### config.mk
export PLATFORM = sky130hd
export DESIGN_NAME = dice_router_cfg_sequencer
export DESIGN_NICKNAME = d
export VERILOG_FILES = /design/src/rtl/dice_router_cfg_sequencer.sv
export SDC_FILE = /design/constraint.sdc
export NUM_CORES = 1
export LEC_CHECK = 0
export ABC_AREA = 1
export ABC_CLOCK_PERIOD_IN_PS = 4300
export BUFFER_PORTS_ARGS = -buffer_cell sky130_fd_sc_hd__buf_2
export CORE_ASPECT_RATIO = 0.6
export CORE_MARGIN = 4
export CORE_UTILIZATION = 40
export DETAILED_ROUTE_END_ITERATION = 6
export GPL_TIMING_DRIVEN = 0
export SYNTH_ARGS = -nofsm -noshare
export SYNTH_HDL_FRONTEND = slang
export SYNTH_SLANG_ARGS = --single-unit
export TNS_END_PERCENT = 20
### constraint.sdc
create_clock -name clk -period 4.3 [get_ports clk]
set_input_delay 0 -clock clk [delete_from_list [all_inputs] [get_ports clk]]
set_output_delay 0 -clock clk [all_outputs]
set_load 0.005 [all_outputs]
### src/rtl/dice_router_cfg_sequencer.sv
// dice_router_cfg_sequencer
// Multi-context configuration store and context switcher for the 2x32 CGRA
// tile router. A config stream fills one of NUM_CTX slots track by track, and
// a dispatcher switches the registered active copy that drives the router.
// Optional feature macro: DICE_RCFG_PARITY_EN (per-beat even parity check).
module dice_router_cfg_sequencer #(
  parameter int NUM_TRACKS = 12,
  parameter int SEL_W      = 4,
  parameter int NUM_CTX    = 4,
  localparam int CTX_W     = $clog2(NUM_CTX),
  localparam int CFG_W     = SEL_W + 2,
  localparam int CNT_W     = $clog2(NUM_TRACKS)
) (
  input  logic                        clk,
  input  logic                        rst,
  input  logic                        cfg_start,
  input  logic [CTX_W-1:0]            cfg_ctx,
  output logic                        cfg_idle,
  input  logic                        cfg_valid,
  output logic                        cfg_ready,
  input  logic [CFG_W-1:0]            cfg_data,
  input  logic                        cfg_par,
  output logic                        cfg_done,
  output logic                        cfg_err,
  input  logic                        sw_req,
  input  logic [CTX_W-1:0]            sw_ctx,
  output logic                        sw_ack,
  output logic                        sw_err,
  output logic [NUM_TRACKS*SEL_W-1:0] sel_o,
  output logic [NUM_TRACKS-1:0]       ovl_en_o,
  output logic [NUM_TRACKS-1:0]       reg_mode_o,
  output logic [CTX_W-1:0]            active_ctx_o,
  output logic [NUM_CTX-1:0]          ctx_valid_o
);

  typedef enum logic {IDLE, LOAD} state_t;

  // Track word layout: {registered_mode, overload_en, sel}.
  // 4'hF is an unused select code, so the router drives 0 out of reset.
  localparam logic [CFG_W-1:0] TRK_RST = {2'b00, {SEL_W{1'b1}}};
  localparam logic [CNT_W-1:0] LAST    = CNT_W'(NUM_TRACKS - 1);

  state_t                             state;
  logic [CTX_W-1:0]                   ctx_q;
  logic [CNT_W-1:0]                   cnt_q;
  logic [NUM_CTX-1:0]                 ctx_valid_q;
  logic [CTX_W-1:0]                   active_q;
  logic [NUM_TRACKS-1:0][CFG_W-1:0]   slot_mem [NUM_CTX];
  logic [NUM_TRACKS-1:0][CFG_W-1:0]   act_q;
  logic                               beat_acc;
  logic                               beat_bad;
  logic                               beat_wr;

`ifdef DICE_RCFG_PARITY_EN
  // Even parity over data plus parity bit; any odd count rejects the beat.
  assign beat_bad = ^{cfg_data, cfg_par};
`else
  logic unused_par;
  assign unused_par = cfg_par;
  assign beat_bad   = 1'b0;
`endif

  assign beat_acc  = (state == LOAD) && cfg_valid;
  assign beat_wr   = beat_acc && !beat_bad;
  assign cfg_idle  = (state == IDLE);
  assign cfg_ready = (state == LOAD);

  // Slot storage is deliberately not reset; only the valid flags gate its use.
  always_ff @(posedge clk) begin
    if (beat_wr) slot_mem[ctx_q][cnt_q] <= cfg_data;
  end

  // Load FSM: start latches the target slot, beats fill tracks in order.
  always_ff @(posedge clk) begin
    if (rst) begin
      state       <= IDLE;
      ctx_q       <= '0;
      cnt_q       <= '0;
      ctx_valid_q <= '0;
      cfg_done    <= 1'b0;
      cfg_err     <= 1'b0;
    end else begin
      cfg_done <= 1'b0;
      cfg_err  <= 1'b0;
      case (state)
        IDLE: begin
          if (cfg_start) begin
            state                <= LOAD;
            ctx_q                <= cfg_ctx;
            cnt_q                <= '0;
            ctx_valid_q[cfg_ctx] <= 1'b0;
          end
        end
        LOAD: begin
          if (beat_acc) begin
            if (beat_bad) begin
              // Abort: slot stays invalid, partial contents are harmless.
              state   <= IDLE;
              cfg_err <= 1'b1;
            end else if (cnt_q == LAST) begin
              state              <= IDLE;
              ctx_valid_q[ctx_q] <= 1'b1;
              cfg_done           <= 1'b1;
            end else begin
              cnt_q <= cnt_q + 1'b1;
            end
          end
        end
        default: state <= IDLE;
      endcase
    end
  end

  // Context switch: copy a valid slot into the active registers one cycle later.
  always_ff @(posedge clk) begin
    if (rst) begin
      act_q    <= {NUM_TRACKS{TRK_RST}};
      active_q <= '0;
      sw_ack   <= 1'b0;
      sw_err   <= 1'b0;
    end else begin
      sw_ack <= 1'b0;
      sw_err <= 1'b0;
      if (sw_req) begin
        // A slot under load has its flag clear, so a same-cycle write never
        // races with this read.
        if (ctx_valid_q[sw_ctx]) begin
          act_q    <= slot_mem[sw_ctx];
          active_q <= sw_ctx;
          sw_ack   <= 1'b1;
        end else begin
          sw_err   <= 1'b1;
        end
      end
    end
  end

  // Fan the active copy out to the router's per-track fields.
  for (genvar t = 0; t < NUM_TRACKS; t++) begin : g_trk
    assign sel_o[t*SEL_W +: SEL_W] = act_q[t][SEL_W-1:0];
    assign ovl_en_o[t]             = act_q[t][SEL_W];
    assign reg_mode_o[t]           = act_q[t][SEL_W+1];
  end

  assign active_ctx_o = active_q;
  assign ctx_valid_o  = ctx_valid_q;

endmodule

==> impl_results.md <==
- Dpl ws: 2.20 ns
- Core Rows: 54
- P&R area growth vs syn: 15.7%
- Slew margin rel.: 0.249
- PortBufs: 95
- Critical Path, Cell by Cell: ha_1 > inv_1 > nor2_1 > nand2_1 > nor2_1
- Most frequent cells in the layout: nor2_1, edfxtp_1, nand2_1
- CP Class: flop to flop
- Via count: 10042
- Number of hold violations in the final report: 0
- Max clock buf depth: 3
- Multi-input logic area: 3840 µm²
- Largest net degree at the start of global routing: 49
- Die ar.: 40600 µm²
- Static leakage: 6.61 nW
- Cell taking the most area after synthesis: edfxtp_1
- CP max FO: 6
- Die Height: 158 µm
- CTS tree: done
- Post-Syn Instances: 1391
- Final layout net count: 1550
- WP data required: 4.46 ns
- Top Layer Used: met4
- Routability cong.: 0.901
- Vias/cell: 4.88
- Mapped Avg Cell Area: 10.7 µm²
- Setup TNS: 0 ns
- First-pass GRT wire length: 58200 µm
- Seq/Total Area, Yosys: 0.697
- Post-DP Area: 16000 µm²
- Routed WL: 38200 µm
- Starting Density: 0.409
- H-Tree Depth: 2
- Pin slew with the least headroom to its limit: 1.13 ns
- CTS resizes: 0
- Fmax: 466 MHz
- Critical Path End Type: flop
- GRT Resource Usage Total: 0.188
- Worst IR Drop VDD: 275 µV
- DR DRC count: 0
- Setup Skew: 0.0221 ns
- Status: finished clean
- Commonest non-fill, non-tap cell in the layout: nor2_1
- Antenna Nets Post-Route: 0
- Shortest period the worst path allows: 2.15 ns
- Clk pin slew, worst setup/hold paths: 0.07 ns
- Cell mode on critical path: nor2_1
- CP max stage cell: nor2_1
- Wire per inst: 18.5 µm
- Post-route insts no fill: 2058
- Final worst slack: 2.15 ns
- Pins Over Slew Limit: 0
- DRT Pass-1 Iters: 5
- Yosys cell types: 27
- Register Area: 10400 µm²
- Number of global-route vias before repair: 9654
- Post-DP HPWL: 26000 µm
- I/O pin cnt: 100
- Final setup fails: 0
- N_diodes: 0
- Chip width: 257 µm
- Largest stage delay on the critical path: 0.57 ns
- Unrepaired setup endpoints after global routing: false
- WL met1: 18600 µm
- WL met2: 15700 µm
- Met3 WL: 2640 µm
- Synthesized area: 14900 µm²
- YS warnings: 0
- Min-Delay Path Depth: 6
- Core Box Area: 36600 µm²
- Period utilization: 0.500
- CP startpoint kind: flop
- Synth top area cells: edfxtp_1, dfxtp_1, nor2_1, nand2_1, o21ai_0
- Cts hold-fix bufs: 5
- CTS sink count: 376
- Post CTS Setup Buffer Count: 0
- Yosys top cell area share: 0.579
- Final instance area: 17300 µm²
- Placed Cells: 1990
- Share of cells above drive strength 1: 0.162
- Critical Path AT: 2.31 ns
- Syn nets: 1412
- Skew-Pair Late Insertion Delay: 0.53 ns
- Reg2reg path depth: 5
- Max-cap viol count: 0
- Initial DRC Count: 879
- HP Class: input pin to flop
- Yosys reg bits: 376
- Number of fill cells: 3369
- Initial antenna violation count: 2
- Total CTS buffers: 36
- Global route overflow: 0
- Power per Cell Area: 449 nW/µm²
- Root Buffer: clkbuf_16
==> sequential cells by signal (all words and copies together), names as in the netlist <==
| name | flops |
|---|---|
| ctx_q | 2 |
| slot_mem | 288 |
| sw_ack | 1 |
| reg_mode_o | 12 |
| active_ctx_o | 2 |
| ctx_valid_o | 4 |
| cfg_done | 1 |
| sel_o | 48 |
| ovl_en_o | 12 |
| cnt_q | 4 |
| sw_err | 1 |
| cfg_ready | 1 |
==> through the flow <==
stage | hold slack (ns) | util | power [W]
after floorplan | 0.0989 | - | 0.00435
after global placement | 0.333 | 0.439 | 0.00457
after detailed placement | 0.342 | 0.439 | 0.00458
after CTS | 0.00210 | 0.473 | 0.00783
after global routing | 0.0490 | 0.473 | 0.00804
final | 0.0184 | 0.473 | 0.00776
==> layout make-up <==
type                    instances  share of cell area
multi-input cells             875               0.222
repair buffers                100              0.0304
plain buffers                  76              0.0254
flip-flops and latches        376               0.603
clock inverters                21              0.0135
clock buffers                  42              0.0553
inverters                      64              0.0142
well taps                     504              0.0365
==> routing by layer <==
layer / vias to the layer above / GRT usage
met1: 4741 / 0.281
met5: - / 0
met4: 0 / 0.0586
met3: 74 / 0.0334
li1: 4903 / -
met2: 324 / 0.280
==> path summary, 6_finish.rpt <==
kind / to / from / slack, ns
worst max-delay path: slot_mem[3][69] / cnt_q[1] / 2.15
worst min-delay path: active_ctx_o[1] / sw_ctx[0] / 0.02
worst max register to register: slot_mem[3][69] / cnt_q[1] / 2.15
worst min register to register: sel_o[36] / sel_o[36] / 0.47
==> cells by family after synthesis <==
logic type | synth area share
and+or+nand+nor | 0.178
DFF | 0.697
AOI/OAI and AO/OA | 0.0746
buffers and inverters | 0.0458
adders and majority gates | 0.00419
other | 0.000251
==> synth_stat cells (all sizes together) <==
| library cell | n |
|---|---|
| a21oi | 63 |
| buf | 50 |
| clkbuf | 26 |
| conb | 1 |
| dfxtp | 88 |
| edfxtp | 288 |
| ha | 5 |
| inv | 64 |
| nand2 | 286 |
| nand3 | 24 |
| nand4 | 1 |
| nor2 | 307 |
| nor3 | 1 |
| o21ai | 152 |
| or2 | 35 |
==> report_power, final <==
group          total, W  switching [W]  internal, W
Clock           0.00325        0.00136      0.00189
Combinational  0.000513       0.000352     0.000161
Sequential      0.00399      0.0000297      0.00396
==> critical path: cells and delay by family (launching register included) <==
| kind | cells | cell delay [ns] |
|---|---|---|
| buffers and inverters | 1 | 0.07 |
| DFF | 1 | 0.40 |
| and+or+nand+nor | 3 | 1.07 |
| adders and majority gates | 1 | 0.25 |
(Power assumes the default switching activity.)
